==> src/rtl/regfile_sb_if.sv <==
// Bus bundle for the scoreboarded register file: read ports, write port,
// claim/flush scoreboard controls and status outputs.
interface regfile_sb_if #(
  parameter int DATA_WIDTH = 32,
  parameter int ADDR_WIDTH = 5,
  parameter int NUM_RD     = 2
);
  logic [NUM_RD*ADDR_WIDTH-1:0] rd_addr;
  logic [NUM_RD*DATA_WIDTH-1:0] rd_data;
  logic [NUM_RD-1:0]            rd_busy;
  logic                         we;
  logic [ADDR_WIDTH-1:0]        wr_addr;
  logic [DATA_WIDTH-1:0]        wr_data;
  logic                         claim;
  logic [ADDR_WIDTH-1:0]        claim_addr;
  logic                         flush;
  logic                         any_busy;
  logic [DATA_WIDTH-1:0]        dbg_data;

  // master = pipeline (decode/writeback/hazard), slave = register file
  modport master (
    output rd_addr, we, wr_addr, wr_data, claim, claim_addr, flush,
    input  rd_data, rd_busy, any_busy, dbg_data
  );

  modport slave (
    input  rd_addr, we, wr_addr, wr_data, claim, claim_addr, flush,
    output rd_data, rd_busy, any_busy, dbg_data
  );
endinterface

==> src/rtl/regfile_sb.sv <==
// Multi-read, single-write register file with x0 tied to zero, optional
// write-to-read bypass, and a per-register pending (scoreboard) bit.
module regfile_sb #(
  parameter int DATA_WIDTH = 32,
  parameter int ADDR_WIDTH = 5,
  parameter int NUM_RD     = 2,
  parameter int BYPASS     = 1,
  parameter int DBG_IDX    = 10
) (
  input logic         clk,
  input logic         rst,
  regfile_sb_if.slave bus
);
  localparam int DEPTH = 1 << ADDR_WIDTH;
  localparam logic [ADDR_WIDTH-1:0] DBG_A = ADDR_WIDTH'(DBG_IDX);

  logic [DATA_WIDTH-1:0] regs_q [DEPTH];
  logic [DATA_WIDTH-1:0] regs_d [DEPTH];
  logic [DEPTH-1:0]      pend_q;
  logic [DEPTH-1:0]      pend_d;

  logic [NUM_RD*DATA_WIDTH-1:0] rd_data_d;
  logic [NUM_RD-1:0]            rd_busy_d;
  logic [ADDR_WIDTH-1:0]        ra;

  always_comb begin
    regs_d = regs_q;
    if (bus.we && bus.wr_addr != '0) regs_d[bus.wr_addr] = bus.wr_data;
    regs_d[0] = '0;
  end

  // Flush beats claim; a claim beats a retiring write to the same register,
  // since the newer instruction now owns it.
  always_comb begin
    pend_d = pend_q;
    if (bus.flush) begin
      pend_d = '0;
    end else begin
      if (bus.we)    pend_d[bus.wr_addr]    = 1'b0;
      if (bus.claim) pend_d[bus.claim_addr] = 1'b1;
    end
    pend_d[0] = 1'b0;
  end

  always_ff @(posedge clk or posedge rst) begin
    if (rst) begin
      for (int i = 0; i < DEPTH; i++) regs_q[i] <= '0;
      pend_q <= '0;
    end else begin
      regs_q <= regs_d;
      pend_q <= pend_d;
    end
  end

  // Reads are gated by rst so a bypassed write cannot leak out during reset.
  always_comb begin
    rd_data_d = '0;
    rd_busy_d = '0;
    ra        = '0;
    for (int k = 0; k < NUM_RD; k++) begin
      ra = bus.rd_addr[k*ADDR_WIDTH +: ADDR_WIDTH];
      if (!rst && ra != '0) begin
        if ((BYPASS != 0) && bus.we && bus.wr_addr == ra) begin
          rd_data_d[k*DATA_WIDTH +: DATA_WIDTH] = bus.wr_data;
        end else begin
          rd_data_d[k*DATA_WIDTH +: DATA_WIDTH] = regs_q[ra];
          rd_busy_d[k]                          = pend_q[ra];
        end
      end
    end
  end

  assign bus.rd_data  = rd_data_d;
  assign bus.rd_busy  = rd_busy_d;
  assign bus.any_busy = |pend_q;
  assign bus.dbg_data = regs_q[DBG_A];
endmodule

==> src/flat_wrapper.sv <==
// flat-port wrapper written by rule: the top's interface ports become plain ports
module regfile_sb_flat 
#(
  parameter int DATA_WIDTH = 32,
  parameter int ADDR_WIDTH = 5,
  parameter int NUM_RD     = 2,
  parameter int BYPASS     = 1,
  parameter int DBG_IDX    = 10
)
  (clk, rst, bus_rd_addr, bus_we, bus_wr_addr, bus_wr_data, bus_claim, bus_claim_addr, bus_flush, bus_rd_data, bus_rd_busy, bus_any_busy, bus_dbg_data);
  regfile_sb_if #(.DATA_WIDTH(DATA_WIDTH), .ADDR_WIDTH(ADDR_WIDTH), .NUM_RD(NUM_RD)) bus_i ();
  input logic clk;
  input logic rst;
  input wire logic [$bits(bus_i.rd_addr)-1:0] bus_rd_addr;
  input wire logic [$bits(bus_i.we)-1:0] bus_we;
  input wire logic [$bits(bus_i.wr_addr)-1:0] bus_wr_addr;
  input wire logic [$bits(bus_i.wr_data)-1:0] bus_wr_data;
  input wire logic [$bits(bus_i.claim)-1:0] bus_claim;
  input wire logic [$bits(bus_i.claim_addr)-1:0] bus_claim_addr;
  input wire logic [$bits(bus_i.flush)-1:0] bus_flush;
  output wire logic [$bits(bus_i.rd_data)-1:0] bus_rd_data;
  output wire logic [$bits(bus_i.rd_busy)-1:0] bus_rd_busy;
  output wire logic [$bits(bus_i.any_busy)-1:0] bus_any_busy;
  output wire logic [$bits(bus_i.dbg_data)-1:0] bus_dbg_data;
  assign bus_i.rd_addr = bus_rd_addr;
  assign bus_i.we = bus_we;
  assign bus_i.wr_addr = bus_wr_addr;
  assign bus_i.wr_data = bus_wr_data;
  assign bus_i.claim = bus_claim;
  assign bus_i.claim_addr = bus_claim_addr;
  assign bus_i.flush = bus_flush;
  assign bus_rd_data = bus_i.rd_data;
  assign bus_rd_busy = bus_i.rd_busy;
  assign bus_any_busy = bus_i.any_busy;
  assign bus_dbg_data = bus_i.dbg_data;
  regfile_sb #(.DATA_WIDTH(DATA_WIDTH), .ADDR_WIDTH(ADDR_WIDTH), .NUM_RD(NUM_RD), .BYPASS(BYPASS), .DBG_IDX(DBG_IDX)) u_core (.clk(clk), .rst(rst), .bus(bus_i));
endmodule
==> config.mk <==
export PLATFORM = sky130hd
export DESIGN_NAME = regfile_sb_flat
export DESIGN_NICKNAME = d
export VERILOG_FILES = /design/src/rtl/regfile_sb_if.sv /design/src/rtl/regfile_sb.sv /design/src/flat_wrapper.sv
export SDC_FILE = /design/constraint.sdc
export NUM_CORES = 2
export LEC_CHECK = 0
export ABC_AREA = 1
export CORE_MARGIN = 2
export CORE_UTILIZATION = 40
export CTS_CLUSTER_DIAMETER = 150
export DETAILED_ROUTE_END_ITERATION = 10
export DONT_BUFFER_PORTS = 1
export PLACE_DENSITY = 0.61
export SYNTH_ARGS = -nofsm -noshare
export SYNTH_HDL_FRONTEND = slang
export SYNTH_SLANG_ARGS = --single-unit
==> constraint.sdc <==
create_clock -name clk -period 80.3 [get_ports clk]
set_input_delay 20.075 -clock clk [delete_from_list [all_inputs] [get_ports clk]]
set_output_delay 20.075 -clock clk [all_outputs]
set_load 0.01 [all_outputs]
=== After elaboration in Yosys (flattened, before gate mapping) ===
Cells that the tools add are included.

* Shift operators: 0
* Multipliers: 0
* Reduce and logical (&&, ||, !) cells: 13
* Add/sub/neg operators: 0
* Order comparisons: 10
* Bitwise logic cells: 6
* Multiplexer cells: 29
* Divide/modulo/power cells: 0
* Equal/unequal tests: 2

{| class="wikitable"
|+ Operator list
! cell !! count
|-
| 1024-bit bitwise mux || 1
|-
| 32-bit two-way mux || 13
|-
| 32-bit binary-select mux with 5-bit select || 2
|-
| 32-bit demux with 5-bit select || 1
|-
| 32-bit bitwise AND || 1
|-
| 32-bit inverter || 1
|-
| 32-bit bitwise OR || 1
|-
| 31-bit OR reduction || 1
|-
| 5-bit by 6-bit less-than comparator with 1-bit output, second input constant || 4
|-
| 6-bit >= comparator, second input constant || 3
|-
| 5-bit inverter with 6-bit output || 3
|-
| 5-bit nonzero test || 3
|-
| 1-bit binary-select mux with 5-bit select || 2
|-
| 1-bit demux with 5-bit select || 2
|-
| 5-bit == test || 2
|-
| 5-bit by 1-bit >= comparator with 1-bit output, second input constant || 2
|-
| 1-bit logical AND || 8
|-
| 1-bit two-way mux || 8
|-
| 6-bit by 1-bit less-than comparator with 1-bit output, second input constant || 1
|-
| 1-bit zero test || 1
|}

* Bits in registers: 1,023
* Memory bits (writable): 0
* Logic and storage cells: 92
* Memories: 0
* Output and inout port bits: 99
* Memory bits (read-only): 0
* Latch bits: 0

=== Longest topological paths before layout ===
* Depth in word-level cells: 11
* Mapped depth: 13

=== Worst setup path before layout ===
No wires, ideal clock.

* Kind: input port to output port
* Start: input port rst
* End: output port bus_rd_busy[1]
* Stages on the path: 8
* Arrival: 44.609 ns
* Path slack: 15.616 ns
* Required time: 60.225 ns
* Path buffers: 1
* Path through: inv_1 nand2_2 inv_1 nand2_1 inv_2 buf_2 nand2_1 nor2_1

* Longest elaborated chain between the ends: 3

{| class="wikitable"
|+ Ends and longest elaborated chain
! what !! RTL line !! text
|-
| from (decl) || flat_wrapper.sv:13 || <nowiki>input logic rst;</nowiki>
|-
| 1-bit zero test (no source line) || - ||
|-
| 1-bit logical AND || regfile_sb.sv:62 || <nowiki>if (!rst && ra != '0) begin</nowiki>
|-
| 1-bit two-way mux || regfile_sb.sv:62 ||
|-
| to (decl) || flat_wrapper.sv:22 || <nowiki>output wire logic [$bits(bus_i.rd_busy)-1:0] bus_rd_busy;</nowiki>
|}

Every way passes these cells.

=== Final worst setup path ===
* Start: input port bus_rd_addr[0]
* End: output port bus_rd_data[17]

* Longest elaborated chain between the ends: 6

{| class="wikitable"
|+ Ends and longest elaborated chain
! what !! RTL line !! text
|-
| from (decl) || flat_wrapper.sv:14 || <nowiki>input wire logic [$bits(bus_i.rd_addr)-1:0] bus_rd_addr;</nowiki>
|-
| 5-bit inverter with 6-bit output (not written as such) || regfile_sb.sv:66 || <nowiki>rd_data_d[k*DATA_WIDTH +: DATA_WIDTH] = regs_q[ra];</nowiki>
|-
| 32-bit binary-select mux with 5-bit select || regfile_sb.sv:66 ||
|-
| 32-bit two-way mux (not written as such) (2 in series) || regfile_sb.sv:66 ||
|-
| 32-bit two-way mux || regfile_sb.sv:63 || <nowiki>if ((BYPASS != 0) && bus.we && bus.wr_addr == ra) begin</nowiki>
|-
| 32-bit two-way mux (*) || regfile_sb.sv:62 ||
|-
| to (decl) || flat_wrapper.sv:21 || <nowiki>output wire logic [$bits(bus_i.rd_data)-1:0] bus_rd_data;</nowiki>
|}

Mark *: on every way between the ends. The rest lies on a longest branch, timed or not. The select of a mux whose other input is x is not followed.

==> run summary <==
Max Cap Viol -> 0
router iterations before antenna repair -> 7
GP Congestion -> 0.907
Hold Path End -> u_core.regs_q[933]$_DFFE_PP0P_
CTS tree -> yes
io pins -> 156
Slew headroom -> -106%
Hold Crit Start -> u_core.regs_q[933]$_DFFE_PP0P_
YS warnings -> 0
FP Rows -> 141
RSZ-0062 raised after global routing -> no
failing checks -> slew limit
Post-Synthesis Cells -> 8772
outcome -> finished with violations
Worst-path clk slew -> 0.06 ns
max incr delay on CP -> 0.90 ns
Initial DRC Count -> 9034
Routed WL per cell -> 25.1 microns
Pwr Density -> 24.3 nW/um^2
Nets -> 8242
pre-CTS WS -> 36.40 ns
crit path max fanout -> 497
Fin. Hold Viols -> 0
worst slew pin tran -> 3.09 ns
Tcrit/Tclk final -> 55.7%
# resized after CTS -> 0
Syn Nets -> 8829
Crit Reg-Reg Startpoint -> u_core.bus.dbg_data[15]$_DFFE_PP0P_
Skew-Pair Late Insertion Delay -> 0.77 ns
HP Class -> register to register
Clock Tree Root -> clkbuf_16
setup ws final -> 35.54 ns
share of post-route cells with drive strength above 1 -> 4.01%
sequential cell area fraction in the yosys report -> 43.2%
largest net degree at the start of global routing -> 557
synthesized area -> 59200 sq um
Setup Fix Bufs, Post-CTS -> 0
Critical Path RT -> 60.22 ns
worst reg2reg setup slack -> 79.20 ns
Setup-failing EPs final -> 0
most frequent cells in the layout -> 3037 x nand2_1, 1372 x nand3_1, 1047 x o21ai_0
TritonCTS buffer count -> 116
first-pass GRT wire length -> 378000 microns
Crit Path Category -> input port to output pin
GRT Total Usage -> 33.2%
fin crit period -> 44.76 ns
DP HPWL -> 134000 microns
Routed WL -> 257000 microns
setup TNS -> 0 ns
WP data arrival -> 24.68 ns
critical path endpoint category -> output pin
Min-Delay Path Depth -> 2
LEAKAGE -> 30.4 nW
CP max stage cell -> inv_8
Final Max Tran Viols -> 359
Die Width -> 389 microns
Setup Skew -> 0 ns
vias in the first global route -> 56500
Starting Density -> 40.2%
initial antenna violation count -> 16
drt drc -> 0
Max H-tree Level -> 3
crit path launch type -> input port
Die ar. -> 151000 sq um
core region area -> 147000 sq um
total power -> 0.00153 W
DRT antenna net count -> 0
crit-path cells -> inv_8 > buf_4 > buf_4 > buf_4 > nand2_1 > nand3_1 > nand2_1 > nand2_1 > nand3_1 > nand3_1 > nand3_1 > nand2_1 > inv_1
fmax -> 22.3 MHz
r2r endpoint -> u_core.bus.dbg_data[15]$_DFFE_PP0P_
clock tree buffer depth -> 3
VDD IR-drop max -> 0.0171 mV
DR vias -> 61100
area growth from synthesis to layout -> 6.63%
die height -> 389 microns
Port-buffer cells -> 0
Avg Vias per Cell -> 5.98
GRT overflow -> 0
commonest non-fill, non-tap cell in the layout -> nand2_1
#FFs+latches synth -> 1023
CTS Hold Bufs -> 0
unique cell type count in the Yosys netlist -> 25
Clock Sinks -> 1023
worst r2r path cells -> 2
Syn Area/Cell -> 6.75 sq um
## registers in the layout (all words and copies together) (netlist names)
signal	flops
u_core.regs_q	960
u_core.pend_q	31
u_core.bus.dbg_data	32
## cells in the mapped netlist
| library cell | number | area [sq um] |
|---|---|---|
| nand2_1 | 3068 | 11500 |
| buf_1 | 77 | 289 |
| nand4_2 | 1 | 12.5 |
| nor2_4 | 1 | 11.3 |
| nor2_1 | 311 | 1170 |
| clkbuf_1 | 445 | 1670 |
| buf_4 | 33 | 248 |
| nor4_1 | 7 | 43.8 |
| nor3_2 | 3 | 30.0 |
| o21ai_0 | 1047 | 5240 |
| a31oi_1 | 3 | 18.8 |
| or2_2 | 4 | 25.0 |
| nand4_1 | 4 | 25.0 |
| clkinv_1 | 2 | 7.51 |
| inv_1 | 615 | 2310 |
| o211ai_1 | 146 | 1100 |
| nand2_2 | 1 | 6.26 |
| nand3_1 | 1372 | 6870 |
| buf_2 | 237 | 1190 |
| o21ai_1 | 7 | 35.0 |
| nor2_2 | 1 | 6.26 |
| a21oi_1 | 314 | 1570 |
| dfrtp_1 | 1023 | 25600 |
| nor3_1 | 43 | 215 |
| inv_2 | 7 | 26.3 |
## critical path, delay by kind of cell
family / cells / cell delay [ns]
and+or+nand+nor: 8 / 1.11
buffers and inverters: 5 / 2.96
## report_power, final
group          switching, W  internal (W)  total [W]
Combinational      0.000186      0.000100   0.000286
Clock              0.000236      0.000326   0.000562
Sequential        0.0000738      0.000610   0.000684
Total              0.000495       0.00104    0.00153
## kinds of logic after synthesis
family	Yosys count	share of synthesized area, %
simple gates	4816	33.6
compound gates	1517	13.4
buf+inv	1416	9.68
flops	1023	43.2
## how the worst max path moves through the flow
stage	from	slack (ns)	cells past startpoint	to
final	bus_rd_addr[0]	35.54	13	bus_rd_data[17]
after global routing	bus_rd_addr[0]	36.12	13	bus_rd_data[17]
after CTS	bus_rd_addr[6]	36.40	11	bus_rd_data[47]
after detailed placement	bus_rd_addr[6]	36.40	11	bus_rd_data[47]
after global placement	bus_rd_addr[0]	36.32	13	bus_rd_data[17]
after floorplan	rst	15.62	8	bus_rd_busy[1]
## area by class of cell
type                       instances  area, sq um
timing repair buffer              87          678
tap                             1930         2410
sequential                      1023        25600
antenna                            7         17.5
clock inverter                    39          460
fill                           15200        84200
clock buffer                     171         3470
multi-input combinational       6333        28100
inverter                         624         2390
## per-stage QoR
step | std cells | util (%) | hold WS, ns | area, sq um
3_3_place_gp | 9997 | 40.2 | 0.466 | 59200
4_1_cts | 10200 | 42.9 | 0.487 | 63100
2_1_floorplan | 8772 | - | 0.453 | 59200
6_report | 10200 | 42.9 | 0.480 | 63100
5_1_grt | 10200 | 42.9 | 0.500 | 63100
3_5_place_dp | 9997 | 40.2 | 0.472 | 59200
## metal layers
metal  up-vias  track usage (%)  part of all wire, %
met5         -                0                0.037
met4        16             14.7                  5.1
met3       811             10.7                   14
met2      3984             48.6                   41
met1     29200             44.7                   40
li1      27100                -                    -
(Power assumes the default switching activity.)
